[config.mk]
export PLATFORM = sky130hd
export DESIGN_NAME = alu_two_port_arbiter
export DESIGN_NICKNAME = d
export VERILOG_FILES = /design/src/rtl/alu_two_port_arbiter.sv
export SDC_FILE = /design/constraint.sdc
export NUM_CORES = 1
export LEC_CHECK = 0
export ABC_AREA = 1
export ABC_CLOCK_PERIOD_IN_PS = 1000
export BUFFER_PORTS_ARGS = -buffer_cell sky130_fd_sc_hd__buf_2
export CORE_AREA = 2 2 70 72
export CTS_BUF_LIST = sky130_fd_sc_hd__clkbuf_4 sky130_fd_sc_hd__clkbuf_8
export DETAILED_ROUTE_END_ITERATION = 6
export DIE_AREA = 0 0 72 74
export PLACE_DENSITY_LB_ADDON = 0.25
export SYNTH_ARGS = -nofsm -noshare
export SYNTH_HDL_FRONTEND = slang
export SYNTH_SLANG_ARGS = --single-unit
[constraint.sdc]
create_clock -name clk -period 1 [get_ports clk]
set_input_delay 0.15 -clock clk [delete_from_list [all_inputs] [get_ports clk]]
set_output_delay 0.15 -clock clk [all_outputs]
set_load 0.005 [all_outputs]
[src/rtl/alu_two_port_arbiter.sv]
// Round-robin front end that shares one 8-bit ALU between two valid/ready requesters.
// Each requester keeps its own carry flag so interleaved multi-byte chains stay independent.
//
// state | meaning
// IDLE  | arbitrate; the granted requester sees ready, and the handshake captures the op
// EXEC  | ALU driven from the op registers; result, carry and flag captured at the edge
// RESP  | response held on resp_* until resp_ready
module alu_two_port_arbiter #(
    parameter int DATA_W         = 8,
    parameter int SEL_W          = 4,
    parameter int FLAG_LOGIC_OPS = 0
) (
    input  logic              clk,
    input  logic              rst,
    input  logic              req0_valid,
    output logic              req0_ready,
    input  logic [DATA_W-1:0] req0_a,
    input  logic [DATA_W-1:0] req0_b,
    input  logic [SEL_W-1:0]  req0_sel,
    input  logic              req0_use_carry,
    input  logic              req1_valid,
    output logic              req1_ready,
    input  logic [DATA_W-1:0] req1_a,
    input  logic [DATA_W-1:0] req1_b,
    input  logic [SEL_W-1:0]  req1_sel,
    input  logic              req1_use_carry,
    output logic [DATA_W-1:0] alu_a,
    output logic [DATA_W-1:0] alu_b,
    output logic [SEL_W-1:0]  alu_sel_code,
    output logic              alu_c_in,
    input  logic [DATA_W-1:0] alu_result,
    input  logic              alu_c_out,
    output logic              resp_valid,
    input  logic              resp_ready,
    output logic              resp_id,
    output logic [DATA_W-1:0] resp_result,
    output logic              resp_c_out,
    output logic              busy
);

    typedef enum logic [1:0] {
        IDLE = 2'd0,
        EXEC = 2'd1,
        RESP = 2'd2
    } state_t;

    state_t            state;
    state_t            state_nxt;

    logic [DATA_W-1:0] op_a;
    logic [DATA_W-1:0] op_b;
    logic [SEL_W-1:0]  op_sel;
    logic              op_use_carry;
    logic              op_id;
    logic              last_grant;
    logic [1:0]        flag;

    logic              grant0;
    logic              grant1;
    logic              accept;
    logic              flag_wr;

    // On a tie the requester that did not win last time is served.
    assign grant0  = req0_valid & (~req1_valid | last_grant);
    assign grant1  = req1_valid & (~req0_valid | ~last_grant);
    assign accept  = (state == IDLE) & (req0_valid | req1_valid);
    assign flag_wr = ~op_sel[SEL_W-1] | (FLAG_LOGIC_OPS != 0);

    assign req0_ready   = (state == IDLE) & grant0;
    assign req1_ready   = (state == IDLE) & grant1;
    assign resp_valid   = (state == RESP);
    assign busy         = (state != IDLE);

    assign alu_a        = op_a;
    assign alu_b        = op_b;
    assign alu_sel_code = op_sel;
    assign alu_c_in     = op_use_carry & flag[op_id];

    always_ff @(posedge clk) begin
        if (rst) begin
            state <= IDLE;
        end else begin
            state <= state_nxt;
        end
    end

    always_comb begin
        state_nxt = state;
        case (state)
            IDLE:    if (accept) state_nxt = EXEC;
            EXEC:    state_nxt = RESP;
            RESP:    if (resp_ready) state_nxt = IDLE;
            default: state_nxt = IDLE;
        endcase
    end

    always_ff @(posedge clk) begin
        if (rst) begin
            op_a         <= '0;
            op_b         <= '0;
            op_sel       <= '0;
            op_use_carry <= 1'b0;
            op_id        <= 1'b0;
            last_grant   <= 1'b1;
            flag         <= 2'b00;
            resp_result  <= '0;
            resp_c_out   <= 1'b0;
            resp_id      <= 1'b0;
        end else begin
            if (accept) begin
                op_a         <= grant1 ? req1_a : req0_a;
                op_b         <= grant1 ? req1_b : req0_b;
                op_sel       <= grant1 ? req1_sel : req0_sel;
                op_use_carry <= grant1 ? req1_use_carry : req0_use_carry;
                op_id        <= grant1;
                last_grant   <= grant1;
            end
            if (state == EXEC) begin
                resp_result <= alu_result;
                resp_c_out  <= alu_c_out;
                resp_id     <= op_id;
                if (flag_wr) begin
                    flag[op_id] <= alu_c_out;
                end
            end
        end
    end

endmodule

Word-level counts from Yosys, hierarchy flattened
Cells that the tools add are included.
{"block": "totals", "ff_bits": 37, "latchBits": 0, "ramBits": 0, "rom_bits": 0, "inputBits": 56, "out_inout_bits": 35, "wordCells": 47, "memories": 0}
{"block": "op_classes", "addsub": 0, "mul": 0, "div": 0, "order_cmp": 2, "eq_ne": 4, "n_shift": 0, "n_mux": 12, "bitwise_logic": 13, "n_reduce_logical": 5}
{"op": "$mux 8", "n": 2}
{"op": "$and 1x1->1", "n": 6}
{"op": "$pmux 2 s3", "n": 1}
{"op": "$mux 1", "n": 4}
{"op": "$mux 2", "n": 2}
{"op": "$mux 4", "n": 1}
{"op": "$not 1->1", "n": 4}
{"op": "$reduce_and 2->1", "n": 2}
{"op": "$or 1x1->1", "n": 3}
{"op": "$bwmux 2", "n": 1}
{"op": "$eq 2x1->1 const B", "n": 1}
{"op": "$eq 2x2->1 const B", "n": 1}
{"op": "$logic_not 2->1", "n": 1}
{"op": "$lt 1x2->1 const B", "n": 1}
{"op": "$ne 2x1->1 const B", "n": 1}
{"op": "$ne 2x2->1 const B", "n": 1}
{"op": "$reduce_bool 2->1", "n": 1}
{"op": "$demux 1 s1", "n": 1}
{"op": "$ge 1x1->1 const B", "n": 1}
{"op": "$logic_and 1x1->1", "n": 1}

Longest topological paths before layout
{"block": "logic_depth", "word_depth": 5, "mapped_depth": 7, "mapped_depth_nobuf": 6}

Worst setup path after synthesis
Ideal clock, no wire load.
{"block": "synth_timing", "kind": "reg2reg", "from": "register state[1]", "to": "register op_a[6], in the netlist alu_a[6]", "arrival_time_ps": 865, "t_required_ps": 889, "slack_ps": 24, "path_stages_with_launch": 8, "path_cell_list": "dfxtp_1 -> inv_2 -> nand2_4 -> nor2_4 -> buf_6 -> nand2_1 -> nor2_1 -> nor2_1"}
{"block": "synth_via", "elab_chain_len": 2}
{"item": "start, declared", "line": "47", "text": "state_t state;"}
{"item": "start signal, assigned", "line": "83", "text": "state <= state_nxt;"}
{"item": "$logic_not 2->1", "line": "66", "text": "assign accept = (state == IDLE) & (req0_valid | req1_valid);"}
{"item": "$and 1x1->1", "line": "66"}
{"item": "end signal, assigned", "line": "111", "text": "op_a <= grant1 ? req1_a : req0_a;"}
{"item": "end, declared", "line": "50", "text": "logic [DATA_W-1:0] op_a;"}
Every way passes these cells.
A chain may end at the register's enable or synchronous reset.

Worst setup path in the final report
{"block": "layout_timing", "from": "register last_grant", "to": "output req0_ready"}
{"block": "layout_via", "elab_chain_len": 3}
{"item": "start, declared", "line": "55", "text": "logic last_grant;"}
{"item": "start signal, assigned", "line": "116", "text": "last_grant <= grant1;"}
{"item": "$or 1x1->1", "line": "64", "text": "assign grant0 = req0_valid & (~req1_valid | last_grant);"}
{"item": "$and 1x1->1", "line": "64"}
{"item": "$and 1x1->1", "line": "69", "text": "assign req0_ready = (state == IDLE) & grant0;"}
{"item": "end, declared", "line": "16", "text": "output logic req0_ready,"}
Every way passes these cells.

==> flow_metrics.tcl <==
set metrics [dict create \
    vias 2003 \
    avgViaCountPerCell 4.280 \
    worst_pin_slew_ns 0.1885 \
    port_buffers 90 \
    cts-buffers-inserted 5 \
    crit_type "reg2out" \
    setup_viol 27 \
    grt_pass1_vias 1725 \
    drt_iter0_drc 41 \
    grt_pass1_wl_mm 7.072 \
    die_y_um 74 \
    reg2reg_from "state[0]$_SDFFE_PP0P_" \
    slowest_delay_ns 0.32 \
    cts_sinks 37 \
    hp-class "in2reg" \
    drv_slew 0 \
    final_cells 468 \
    clk_latency_ns 0.29 \
    tns_ns -1.355 \
    ant_nets 0 \
    htree_levels 2 \
    cp.required_ns 0.85 \
    clk_pin_slew_ns 0.08 \
    cp_max_fo 2 \
    pin_count 91 \
    dp_worst_setup_slack_ns -0.06204 \
    cp_slowest_cell "dfxtp_1" \
    num_rows 25 \
    ys_seq_area_share_pct 39.02 \
    power.density_mw_per_mm2 1566 \
    syn_area_mm2 0.001898 \
    end_kind "output pin" \
    wl_per_cell_um 9.353 \
    synth_nets 366 \
    max_freq_mhz 830.3 \
    clock_skew_ns 0.005062 \
    overflow 0 \
    final.setup.worst_slack_ns -0.2043 \
    violations "negative setup slack" \
    grt_max_degree 23 \
    synthAdderAreaFrac_pct 0 \
    dpl_cell_area_mm2 0.002490 \
    track_usage_pct 17.19 \
    status "finished, violations left" \
    initial_utilization_pct 41.28 \
    timing.final.crit_share_pct 120.4 \
    antenna_found_initial 0 \
    start_kind "flop" \
    synth_top_family_by_area "simple AND/OR/NAND/NOR gates" \
    synth-seq-cells 37 \
    cts_tree "done" \
    yosys.area_share.simple_pct 40.47 \
    final_cell_mix "nand2_1, buf_2, nor2_1" \
    hold_viol 0 \
    wirelength_mm 4.377 \
    yosysUniqueCellTypes 20 \
    startpoint "last_grant$_SDFFE_PP1P_" \
    fin_nets 469 \
    dieArea_mm2 0.005328 \
    n_fill_cell 470 \
    synth_xor_area_share_pct 0 \
    die-width_um 72 \
    ys_warn_count 0 \
    r2r_setup_slack_ns -0.04 \
    synth.avg_cell_area_um2 6.123 \
    max-slew-margin-rel_pct 87.39 \
    drc 0 \
    synthCells 310 \
    drive_gt1_share_pct 33.33 \
    reg2regPathDepth 7 \
    ir_drop_mv 0.6140 \
    coreArea_mm2 0.004598 \
    p_leak_nw 1.592 \
    drv_cap 0 \
    hpwlAfterDp_mm 3.255 \
    clock-root-buffer "clkbuf_8" \
    synth-compound-area-share_pct 4.614 \
    firstDrtPassIters 4 \
    place_inst 456 \
    cp-endpoint "req0_ready" \
    gp_congestion 0.7322 \
    area_growth_pct 42.52 \
    crit_chain "buf_4 > o21ai_4 > nor2_4 > buf_2" \
    num_antenna_cells 0 \
    cp.arrival_ns 1.05 \
    rsz0062_at_grt "true" \
    final_common_cell "nand2_1" \
    fin_crit_ns 1.204 \
    fin_area_mm2 0.002705 \
    cts_buffer_depth 2 \
    synth_mux_area_share_pct 0 \
    r2r-end "alu_a[6]$_SDFFE_PP0P_" \
]
-- worst min path at each step --
stage	start	end	cells past startpoint
CTS	rst	op_id$_SDFFE_PP0P_	2
global placement	rst	op_id$_SDFFE_PP0P_	2
global route	rst	op_id$_SDFFE_PP0P_	2
finish	rst	op_id$_SDFFE_PP0P_	2
floorplan	rst	op_id$_SDFFE_PP0P_	1
detailed placement	rst	op_id$_SDFFE_PP0P_	2
-- report_power, final --
part | internal, mW | switching [mW]
Sequential | 1.64 | 0.0906
Combinational | 0.567 | 0.589
Clock | 0.811 | 0.535
-- cells by family after synthesis --
logic type             count (synthesis)
AO/OA/AOI/OAI                         15
AND/OR/NAND/NOR                      195
buffers and inverters                 63
flip-flops                            37
-- cell type report --
| type | count | area (um^2) | area share, % |
|---|---|---|---|
| multi-input combinational | 210 | 902.1 | 33.35 |
| sequential | 37 | 747.0 | 27.61 |
| timing repair buffer | 109 | 675.6 | 24.98 |
| inverter | 50 | 192.7 | 7.123 |
| clock buffer | 6 | 82.58 | 3.053 |
| tap | 54 | 67.56 | 2.498 |
| clock inverter | 2 | 37.54 | 1.388 |
-- flip-flops by register name (all words and copies together) (netlist names), 2 cells and up --
signal and count:
alu_a 8, alu_b 8, resp_result 8, alu_sel_code 4, flag 2, state 2
-- worst max-delay path: cells and delay by family, from the launching register on --
kind,cells,cell delay [ns]
AND/OR/NAND/NOR,1,0.05
buffers and inverters,2,0.26
flip-flops,1,0.32
AO/OA/AOI/OAI,1,0.14
-- through the flow --
step                util (%)  total power [mW]  hold slack [ns]
CTS                    57.44             4.255          0.04264
floorplan                  -             2.412           0.2124
global placement       54.15             2.846           0.3648
global route           58.83             4.521          0.04003
detailed placement     54.15             2.868           0.3684
finish                 58.83             4.236          0.04764
-- cells in the mapped netlist --
library cell  instances  share of area, %
a21oi_1               1              0.26
a21oi_2               1              0.46
buf_2                 3              0.79
buf_4                 2              0.79
buf_6                 7               4.2
clkbuf_2              1              0.26
dfxtp_1              37                39
inv_1                48               9.5
inv_2                 2              0.40
nand2_1              91                18
nand2_2               3              0.99
nand2_4               1              0.59
nand3_1               3              0.79
nand4_1               1              0.33
nor2_1               92                18
nor2_2                3              0.99
nor2_4                1              0.59
o211a_1               1              0.53
o21ai_0              11               2.9
o21ai_2               1              0.46
-- layer usage --
layer	up-vias	part of all wire, %	track usage [%]
met5	-	0	0
met1	847	42	18.48
met3	4	6.1	5.014
met4	0	2.0	7.547
li1	1098	-	-
met2	54	50	31.48
-- timing repair --
action                     CTS  global route
gates resized for setup     15            13
hold buffers                 0             0
buffers inserted             2             2
pin swaps                    4             4
setup endpoints to repair   37            39
hold endpoints to repair     0             0
Power figures use the tool's default switching activity.
